<file path="config.mk">
export PLATFORM = sky130hd
export DESIGN_NAME = ob_mk_queue
export DESIGN_NICKNAME = d
export VERILOG_FILES = /design/src/rtl/ob_mk_queue.sv
export SDC_FILE = /design/constraint.sdc
export NUM_CORES = 1
export LEC_CHECK = 0
export ABC_AREA = 1
export CAP_MARGIN = 25
export CORE_MARGIN = 2
export CORE_UTILIZATION = 55
export CTS_BUF_LIST = sky130_fd_sc_hd__clkbuf_16
export DETAILED_ROUTE_END_ITERATION = 10
export HOLD_SLACK_MARGIN = 0.08
export PLACE_DENSITY = 0.69
export SYNTH_ARGS = -nofsm -noshare
export SYNTH_HDL_FRONTEND = slang
export SYNTH_SLANG_ARGS = --single-unit
</file>
<file path="constraint.sdc">
create_clock -name clk -period 6.8 [get_ports clk]
set_input_delay 1.02 -clock clk [delete_from_list [all_inputs] [get_ports clk]]
set_output_delay 1.02 -clock clk [all_outputs]
set_load 0.1 [all_outputs]
</file>
<file path="src/rtl/ob_mk_queue.sv">
// ob_mk_queue: per-side FIFO of resting market orders with lazy cancel-by-uid
//   clk, rst_n                      clock, async active-low reset
//   push_vld/push_data/push_rdy     enqueue a new order (accepted on vld & rdy)
//   head_vld_r/head_r               oldest live order (registered)
//   upd_vld/upd_consumed/upd_remainder  trade result: pop head or rewrite its quantity
//   cncl_vld/cncl_uid/cncl_hit_r    cancel by uid; hit reported next cycle
//   empty_r/full_r/occupancy_r      status; occupancy counts killed entries too
package ob_pkg;
    typedef logic [15:0] uid_t;
    typedef logic [15:0] price_t;
    typedef logic [15:0] quantity_t;
    typedef struct packed {
        uid_t      uid;
        price_t    price;
        quantity_t quantity;
    } table_t;
endpackage

module ob_mk_queue
    import ob_pkg::*;
#(
    parameter int N = 16
) (
    input  logic                 clk,
    input  logic                 rst_n,
    input  logic                 push_vld,
    input  table_t               push_data,
    output logic                 push_rdy,
    output logic                 head_vld_r,
    output table_t               head_r,
    input  logic                 upd_vld,
    input  logic                 upd_consumed,
    input  quantity_t            upd_remainder,
    input  logic                 cncl_vld,
    input  uid_t                 cncl_uid,
    output logic                 cncl_hit_r,
    output logic                 empty_r,
    output logic                 full_r,
    output logic [$clog2(N):0]   occupancy_r
);
    localparam int AW = $clog2(N);
    localparam int PW = AW + 1;

    table_t          mem_q [N];
    logic [N-1:0]    kill_q, kill_d, live_q, live_d, match;
    logic [PW-1:0]   rd_q, rd_d, wr_q, wr_d;
    logic [AW-1:0]   rd_idx, wr_idx, rd_idx_d;
    logic            head_vld_q, head_vld_d, hit_q, hit_d;
    table_t          head_q, head_d;
    logic            empty, full, push, drain, pop, rewrite;

    assign rd_idx      = rd_q[AW-1:0];
    assign wr_idx      = wr_q[AW-1:0];
    assign empty       = rd_q == wr_q;
    assign full        = (rd_q[AW] != wr_q[AW]) && (rd_idx == wr_idx);
    assign push        = push_vld && !full;
    // a killed head is skipped one entry per cycle
    assign drain       = !empty && kill_q[rd_idx];
    assign pop         = (upd_vld && upd_consumed) || drain;
    assign rewrite     = upd_vld && !upd_consumed;
    assign push_rdy    = !full;
    assign empty_r     = empty;
    assign full_r      = full;
    assign occupancy_r = wr_q - rd_q;
    assign head_vld_r  = head_vld_q;
    assign head_r      = head_q;
    assign cncl_hit_r  = hit_q;

    always_comb begin
        rd_d     = rd_q + PW'(pop);
        wr_d     = wr_q + PW'(push);
        rd_idx_d = rd_d[AW-1:0];
        // a head popped by the trade this cycle is no longer cancellable
        for (int i = 0; i < N; i++)
            match[i] = cncl_vld && live_q[i] && !kill_q[i] && (mem_q[i].uid == cncl_uid) &&
                       !(upd_vld && upd_consumed && AW'(i) == rd_idx);
        hit_d  = |match;
        kill_d = kill_q | match;
        live_d = live_q;
        if (pop) begin
            live_d[rd_idx] = 1'b0;
            kill_d[rd_idx] = 1'b0;
        end
        if (push) begin
            live_d[wr_idx] = 1'b1;
            kill_d[wr_idx] = 1'b0;
        end
        // forward the rewrite and any push landing at the new head
        head_d = mem_q[rd_idx_d];
        if (rewrite)
            head_d.quantity = upd_remainder;
        if (push && wr_idx == rd_idx_d)
            head_d = push_data;
        head_vld_d = (rd_d != wr_d) && !kill_d[rd_idx_d];
    end

    always_ff @(posedge clk or negedge rst_n) begin
        if (!rst_n) begin
            rd_q       <= '0;
            wr_q       <= '0;
            kill_q     <= '0;
            live_q     <= '0;
            head_vld_q <= 1'b0;
            head_q     <= '0;
            hit_q      <= 1'b0;
        end else begin
            rd_q       <= rd_d;
            wr_q       <= wr_d;
            kill_q     <= kill_d;
            live_q     <= live_d;
            head_vld_q <= head_vld_d;
            head_q     <= head_d;
            hit_q      <= hit_d;
        end
    end

    always_ff @(posedge clk) begin
        if (push)
            mem_q[wr_idx] <= push_data;
        if (rewrite)
            mem_q[rd_idx].quantity <= upd_remainder;
    end

    a_upd_on_head: assert property (@(posedge clk) disable iff (!rst_n) upd_vld |-> head_vld_q);
    a_rem_nonzero: assert property (@(posedge clk) disable iff (!rst_n)
                                    (upd_vld && !upd_consumed) |-> (upd_remainder != '0));
endmodule
</file>
==> summary.txt, run 1 <==
GRT
------------------------------------------------------------------------------------------------------
Antenna violations before repair                                                                     2
GRT Residual Overflow                                                                                0
Vias in the first global route                                                                   31200
Overall global routing resource usage                                                            38.7%
Wire length of the first global-routing pass                                                    219 mm
Largest net degree at the start of global routing                                                  201

CTS
------------------------------------------------------------------------------------------------------
Clock insertion delay at the later pin of the skew report                                       700 ps
Clock transition at the register clock pins on the worst setup and hold paths after CTS          60 ps
Buffers from clock root to sink, at most                                                             3
Number of buffers inserted during clock tree synthesis                                              91
# clock sinks                                                                                      860
Maximum level of the CTS H-tree                                                                      3
Buffers inserted during post-CTS setup optimization                                                  0
CTS Hold Buffers Added                                                                               0
TritonCTS clock tree                                                                             built
Post-CTS Resized                                                                                     0
Root Driver                                                                                  clkbuf_16

STA
------------------------------------------------------------------------------------------------------
Final critical-path required period                                                            5150 ps
Top achievable clock speed                                                                   0.194 GHz
Final number of hold-violating endpoints                                                             0
Final period utilization                                                                         75.7%
Final-report setup violation count                                                                   0
Setup_tns                                                                                         0 ps
Unrepaired setup endpoints after global routing                                                  false
Slew of the pin with the lowest slew margin                                                    1290 ps
Max-slew violations                                                                                  0
Slew margin rel.                                                                                 14.2%
Minimum hold slack                                                                              382 ps
Final worst clock skew                                                                         55.2 ps

WORST SETUP PATH
------------------------------------------------------------------------------------------------------
Cell breakdown of the critical path                                                       inv_2 -> ha_1 -> nand4_1 -> nor2_1 -> inv_1 -> o21ai_2 -> nand2_4 -> ha_4 -> inv_8 -> buf_4 -> o21ai_0 -> a31oi_1 -> o21ai_0 -> a31oi_1
Data arrival time at the worst-slack endpoint                                                  5760 ps
Type of element launching the critical path                                                  flip-flop
Required arrival time at the worst endpoint                                                    7410 ps
Master of the slowest instance on the critical path                                              buf_4
Stage delay of the slowest cell on the critical path                                            750 ps
Setup Crit Path Kind                                                                      flip-flop to flip-flop
Worst Path Max Fanout                                                                              130
Top delay family on crit path                                                             buffers and inverters
Kind of end point of the critical path                                                       flip-flop
Critical path buffers and inverters                                                                  4

PLACE
------------------------------------------------------------------------------------------------------
DP HPWL                                                                                        94.2 mm
Number of instances in the placed design                                                          4779
Number of port buffers                                                                             143
Routability congestion estimate                                                                   1.04

SYNTHESIS
------------------------------------------------------------------------------------------------------
Leading cell type by number of instances after synthesis                                      edfxtp_1
Mapped Cells                                                                                      3903
Yosys synthesis warning count                                                                        0
Distinct cell type count of the synthesized netlist                                                 55
Post-Synthesis Net Count                                                                          3998
Synthesized area divided by synthesized cell count                                            10.7 µm²
Fraction of synthesized cell area taken by the top area cell type                                55.4%
Cell types occupying the most area after synthesis                                        edfxtp_1 55%, nor2_1 6.2%, o21ai_0 5.6%, dfrtp_1 5.5%, o32ai_1 4.8%
Share of flip-flops with an asynchronous set or reset                                            10.7%
Dominant synthesized flop cell                                                                edfxtp_1
Most frequent cells after synthesis                                                       768 x edfxtp_1, 689 x nor2_1, 462 x o21ai_0
Flip-flop and latch count after synthesis                                                          860
Netlist area before placement                                                               0.0416 mm²
Largest area contributor in the synthesized netlist                                           edfxtp_1
Number of enable flip-flop cells after synthesis                                                   768
Sequential cell area fraction in the yosys report                                                61.0%

ROUTING
------------------------------------------------------------------------------------------------------
Detailed Routing Iterations Pass 1                                                                   6
Routed wire length                                                                              152 mm
Detailed-route via count                                                                         33600
DR vias/cell                                                                                      6.79
Antenna Nets Post-Route                                                                              0
Final routed DRC violation total                                                                     0
DRC marker count from the first detailed-route iteration                                          5767
Post-detailed-route wirelength per cell                                                        30.7 µm

DIE
------------------------------------------------------------------------------------------------------
Width of the chip                                                                               279 µm
Std-Cell Rows                                                                                      100
Die span in y                                                                                   279 µm
Core Footprint                                                                              0.0747 mm²
Die area                                                                                    0.0779 mm²
Top-level I/O count                                                                                144
Starting Density                                                                                 55.7%

FINISH
------------------------------------------------------------------------------------------------------
Area growth from synthesis to final layout                                                       11.9%
Filler instances                                                                                  6007
Antenna diode count                                                                                  0
Share of post-route cells with drive strength above 1                                            6.45%
Area of the multi-input gates                                                               0.0143 mm²
Final Net Count                                                                                   4000
Reg area                                                                                    0.0254 mm²
Post-route non-filler standard cell count                                                         4952

POWER AND IR DROP
------------------------------------------------------------------------------------------------------
PwrDens                                                                                     514 mW/mm²
Maximum ir drop on the vdd rail                                                               0.828 mV
Pwr Total                                                                                      24.0 mW
Static leakage                                                                                 15.9 nW

RUN
------------------------------------------------------------------------------------------------------
Max Cap Viol                                                                                         0

MIN PATH
------------------------------------------------------------------------------------------------------
Path type of the worst min-delay path                                                     input port to async pin

OUTCOME
------------------------------------------------------------------------------------------------------
Status                                                                                    finished clean

==> metrics by stage <==
stage                     utilization (%)  worst slack, ps  instance area, µm²
final                                62.4             1650               46600
after floorplan                         -             2160               41600
after global placement               58.3             1860               43600
after global routing                 62.4             1390               46600
after CTS                            62.3             1840               46500
after detailed placement             58.4             1820               43600
==> report_power, final <==
group | leakage [nW] | internal, mW | switching, mW | total (mW)
clock | 1.52 | 2.68 | 2.20 | 4.89
combinational | 6.23 | 3.03 | 8.93 | 12.0
sequential | 8.10 | 6.70 | 0.421 | 7.12
total | 15.9 | 12.4 | 11.6 | 24.0
==> worst paths after layout <==
kind / cells past startpoint / startpoint / end / slack [ps]
hold reg to reg: 2 / live_q[8]$_DFF_PN0_ / live_q[8]$_DFF_PN0_ / 470
min in group clk: 2 / live_q[8]$_DFF_PN0_ / live_q[8]$_DFF_PN0_ / 470
max in group asynchronous: 2 / rst_n / live_q[3]$_DFF_PN0_ / 4940
hold / removal: 1 / rst_n / head_r[42]$_DFF_PN0_ / 380
setup reg to reg: 14 / rd_q[1]$_DFF_PN0_ / head_r[7]$_DFF_PN0_ / 1650
setup / recovery: 14 / rd_q[1]$_DFF_PN0_ / head_r[7]$_DFF_PN0_ / 1650
==> state kept, by name, indices dropped and copies added (netlist names) <==
register and cells:
head_vld_r 1, rd_q 5, wr_q 5, live_q 16, head_r 48, mem_q 768
kill_q 16, cncl_hit_r 1
==> layer usage <==
layer | GRT usage (%) | vias to the layer above | part of all wire [%]
li1 | - | 14300 | -
met2 | 56.2 | 2612 | 43
met3 | 10.2 | 398 | 14
met4 | 15.7 | 4 | 4.5
met5 | 0 | - | 0.015
met1 | 55.5 | 16300 | 39
==> placed cells by master, fill, tap and decap left out, drive strengths merged, types with 92 or more instances in the layout <==
master,netlist,final
edfxtp,768,768
nor2,692,692
o21ai,473,473
nand2,365,365
o32ai,226,226
inv,185,217
nand3,166,166
clkdlybuf4s50,0,142
o221ai,114,114
xor2,109,109
xnor2,105,105
clkbuf,190,92
dfrtp,92,92
==> cell type report <==
class | instances | share of cell area [%]
well taps | 969 | 2.60
clock buffers | 92 | 4.94
inverters | 189 | 1.57
multi-input cells | 2558 | 30.8
flip-flops and latches | 860 | 54.4
clock inverters | 79 | 1.34
repair buffers | 205 | 4.31
==> cell families (layout without fill, tap and decap cells) <==
| family | after synthesis | after routing | share of synthesized area [%] |
|---|---|---|---|
| simple gates | 1351 | 1351 | 13.9 |
| compound gates | 984 | 984 | 15.5 |
| flops | 860 | 860 | 61.0 |
| buf+inv | 485 | 565 | 4.81 |
| xor+xnor | 214 | 214 | 4.52 |
| fa+ha+maj | 9 | 9 | 0.289 |
==> worst register-to-register path, delay by kind of cell, from the launching register on <==
family,cells,cell delay [ps]
AOI/OAI and AO/OA,5,1110
adders and majority gates,2,860
buffers and inverters,4,1860
DFF,1,700
and+or+nand+nor,3,580
(Power assumes the default switching activity.)
==> run 2, diff against run 1 <==
==> constraint.sdc (replaced) <==
create_clock -name clk -period 4.9 [get_ports clk]
set_input_delay 0.735 -clock clk [delete_from_list [all_inputs] [get_ports clk]]
set_output_delay 0.735 -clock clk [all_outputs]
set_load 0.1 [all_outputs]
==> run 2 against run 1 <==
Against the previous run: cell count increased by 0.77%; non-clock buffer count up 35; maximum frequency up 12%; critical path depth is 2 higher; sequential power grew 38%; worst hold slack worse by 210 ps; clock skew down 13 ps; critical path type unchanged; critical endpoint is now head_r[10]$_DFF_PN0_; global-route usage up 0.57 points; clock power grew 38%; worst setup slack got worse by 1400 ps.
==> summary.txt, run 2 (synthesized netlist as in run 1, its figures left out) <==
ROUTING
------------------------------------------------------------------------------------------------------
Final routed DRC violation total                                                                     0   unchanged
Routed wire length                                                                              155 mm   +1.5%
Antenna Nets Post-Route                                                                              0   unchanged
Detailed-route via count                                                                         34200   +1.6%
Detailed Routing Iterations Pass 1                                                                   8   +2
DRC marker count from the first detailed-route iteration                                          5947   +3.1%
Post-detailed-route wirelength per cell                                                        31.0 µm   +0.72%
DR vias/cell                                                                                      6.85   +0.87%

GRT
------------------------------------------------------------------------------------------------------
Antenna violations before repair                                                                     4   +2
Vias in the first global route                                                                   32500   +3.9%
Met1 Usage GRT                                                                                   55.0%   -0.53 points
Routing usage on met2                                                                            56.9%   +0.66 points
Met3 Use GR                                                                                      12.1%   +1.8 points
GRT Residual Overflow                                                                                0   unchanged
Largest net degree at the start of global routing                                                  123   -39%
Wire length of the first global-routing pass                                                    222 mm   +1.6%
Overall global routing resource usage                                                            39.3%   +0.57 points
Busiest layer in global routing                                                                   met2

DIE
------------------------------------------------------------------------------------------------------
Std-Cell Rows                                                                                      100   unchanged
Die area                                                                                    0.0779 mm²   unchanged
Starting Density                                                                                 55.7%   unchanged
Top-level I/O count                                                                                144   unchanged
Die span in y                                                                                   279 µm   unchanged
Core Footprint                                                                              0.0747 mm²   unchanged
Width of the chip                                                                               279 µm   unchanged

STA
------------------------------------------------------------------------------------------------------
Setup_tns                                                                                         0 ps   unchanged
Final-report setup violation count                                                                   0   unchanged
Final worst clock skew                                                                         42.6 ps   -12.6 ps
Unrepaired setup endpoints after global routing                                                  false
Final period utilization                                                                         94.0%   +18 points
Final critical-path required period                                                            4600 ps   -546 ps
Final number of hold-violating endpoints                                                             0   unchanged
Max-slew violations                                                                                  0   unchanged
Slew margin rel.                                                                                 24.7%   +10 points
Slew of the pin with the lowest slew margin                                                    1120 ps   -165 ps
Top achievable clock speed                                                                   0.217 GHz   +12%

WORST SETUP PATH
------------------------------------------------------------------------------------------------------
Start of the worst register-to-register path                                              rd_q[1]$_DFF_PN0_
Worst setup slack for register-to-register paths                                                300 ps   -1350 ps
R2r worst-path depth                                                                                16   +2
Required arrival time at the worst endpoint                                                    5490 ps   -1920 ps
FF-to-FF End                                                                              head_r[10]$_DFF_PN0_
Worst Path Max Fanout                                                                               77   -41%
Type of element launching the critical path                                                  flip-flop
Kind of end point of the critical path                                                       flip-flop
Data arrival time at the worst-slack endpoint                                                  5190 ps   -570 ps
Setup Crit Path Kind                                                                      flip-flop to flip-flop
Critical path startpoint                                                                  rd_q[1]$_DFF_PN0_

FINISH
------------------------------------------------------------------------------------------------------
Reg area                                                                                    0.0254 mm²   unchanged
Most frequent standard cell in the layout excluding fill and tap cells                        edfxtp_1
Most used cells in the layout excluding fill and tap cells                                768 x edfxtp_1, 689 x nor2_1, 462 x o21ai_0
Antenna diode count                                                                                  0   unchanged
Area of the multi-input gates                                                               0.0143 mm²   unchanged
Filler instances                                                                                  5997   -0.17%
Area growth from synthesis to final layout                                                       12.7%
Most flop-heavy register                                                                         mem_q
Share of post-route cells with drive strength above 1                                            7.19%   +0.73 points
Number of flip-flops under the largest register name                                               768   unchanged
Final Core Density                                                                               62.8%   +0.41 points
Post-route cell area                                                                        0.0469 mm²   +0.66%
Final Net Count                                                                                   4036   +0.90%

CTS
------------------------------------------------------------------------------------------------------
Maximum level of the CTS H-tree                                                                      3   unchanged
Number of buffers inserted during clock tree synthesis                                              92   +1.1%
TritonCTS clock tree                                                                             built
Buffers from clock root to sink, at most                                                             3   unchanged
CTS Hold Buffers Added                                                                               0   unchanged
Root Driver                                                                                  clkbuf_16
Post-CTS Resized                                                                                     0   unchanged
Clock insertion delay at the later pin of the skew report                                       690 ps   about the same
# clock sinks                                                                                      860   unchanged
Buffers inserted during post-CTS setup optimization                                                  0   unchanged
Clock transition at the register clock pins on the worst setup and hold paths after CTS          60 ps   about the same

MIN PATH
------------------------------------------------------------------------------------------------------
Path type of the worst min-delay path                                                     input port to async pin

PLACE
------------------------------------------------------------------------------------------------------
Dpl cell area                                                                               0.0440 mm²   +0.86%
Number of port buffers                                                                             143   unchanged
Routability congestion estimate                                                                   1.02   -1.5%
DP HPWL                                                                                        96.6 mm   +2.6%

POWER AND IR DROP
------------------------------------------------------------------------------------------------------
Pwr Total                                                                                      33.8 mW   +41%
PwrDens                                                                                     721 mW/mm²   +40%
Maximum ir drop on the vdd rail                                                               0.809 mV   -2.3%
Static leakage                                                                                 16.0 nW   +1.2%

OUTCOME
------------------------------------------------------------------------------------------------------
Status                                                                                    finished clean

RUN
------------------------------------------------------------------------------------------------------
Max Cap Viol                                                                                         0   unchanged

run 2: cell count changes in the layout (fill, tap and decap cells not counted):
cell,previous run,this run
buf_4,55,86
buf_12,4,14
clkinv_1,23,27
inv_1,188,192
buf_16,3,0
clkinv_2,15,12
clkdlybuf4s50_1,142,140
buf_6,1,0
bufinv_16,5,6
clkinv_16,4,3
inv_16,2,1
inv_6,5,4
run 2: stage by stage:
step	worst slack (ps)	cells	hold slack (ps)
global route	69.9	4990	203
floorplan	263	3903	439
global placement	609	4816	453
finish	296	4990	169
detailed placement	551	4816	462
CTS	578	4990	157
run 2: worst max path at each step:
stage | to | slack (ps) | cells after the start
2_1_floorplan | head_r[40]$_DFF_PN0_ | 260 | 18
3_3_place_gp | head_r[2]$_DFF_PN0_ | 610 | 12
3_5_place_dp | head_r[10]$_DFF_PN0_ | 550 | 12
4_1_cts | head_r[2]$_DFF_PN0_ | 580 | 16
5_1_grt | head_r[10]$_DFF_PN0_ | 70 | 16
6_report | head_r[10]$_DFF_PN0_ | 300 | 16
run 2: layout make-up:
| class | instances | share of cell area [%] |
|---|---|---|
| sequential | 860 | 54.1 |
| multi-input combinational | 2558 | 30.6 |
| timing repair buffer | 240 | 4.96 |
| clock buffer | 92 | 4.91 |
| tap | 969 | 2.59 |
| inverter | 189 | 1.56 |
| clock inverter | 82 | 1.30 |
run 2: where the power goes:
part | leakage (nW) | switching (mW) | internal, mW
sequential | 8.10 | 0.533 | 9.30
combinational | 6.42 | 12.7 | 4.50
clock | 1.53 | 3.02 | 3.75
total | 16.0 | 16.3 | 17.6
run 2: worst max-delay path, cell delays in order, from the launching register on:
cell,delay [ps]
dfrtp_1,630
inv_2,170
ha_1,340
nand4_1,140
nor2_1,180
inv_1,70
o21ai_2,70
nand2_4,180
ha_4,440
inv_8,460
buf_4,360
o21ai_0,120
o22ai_1,130
nor2_1,60
a311oi_1,740
o21ai_0,200
a31oi_1,190
run 2: layer usage:
layer,up-vias,share of wire (%)
li1,14400,-
met1,16600,38
met2,2728,43
met3,472,14
met4,6,4.9
met5,-,0.027
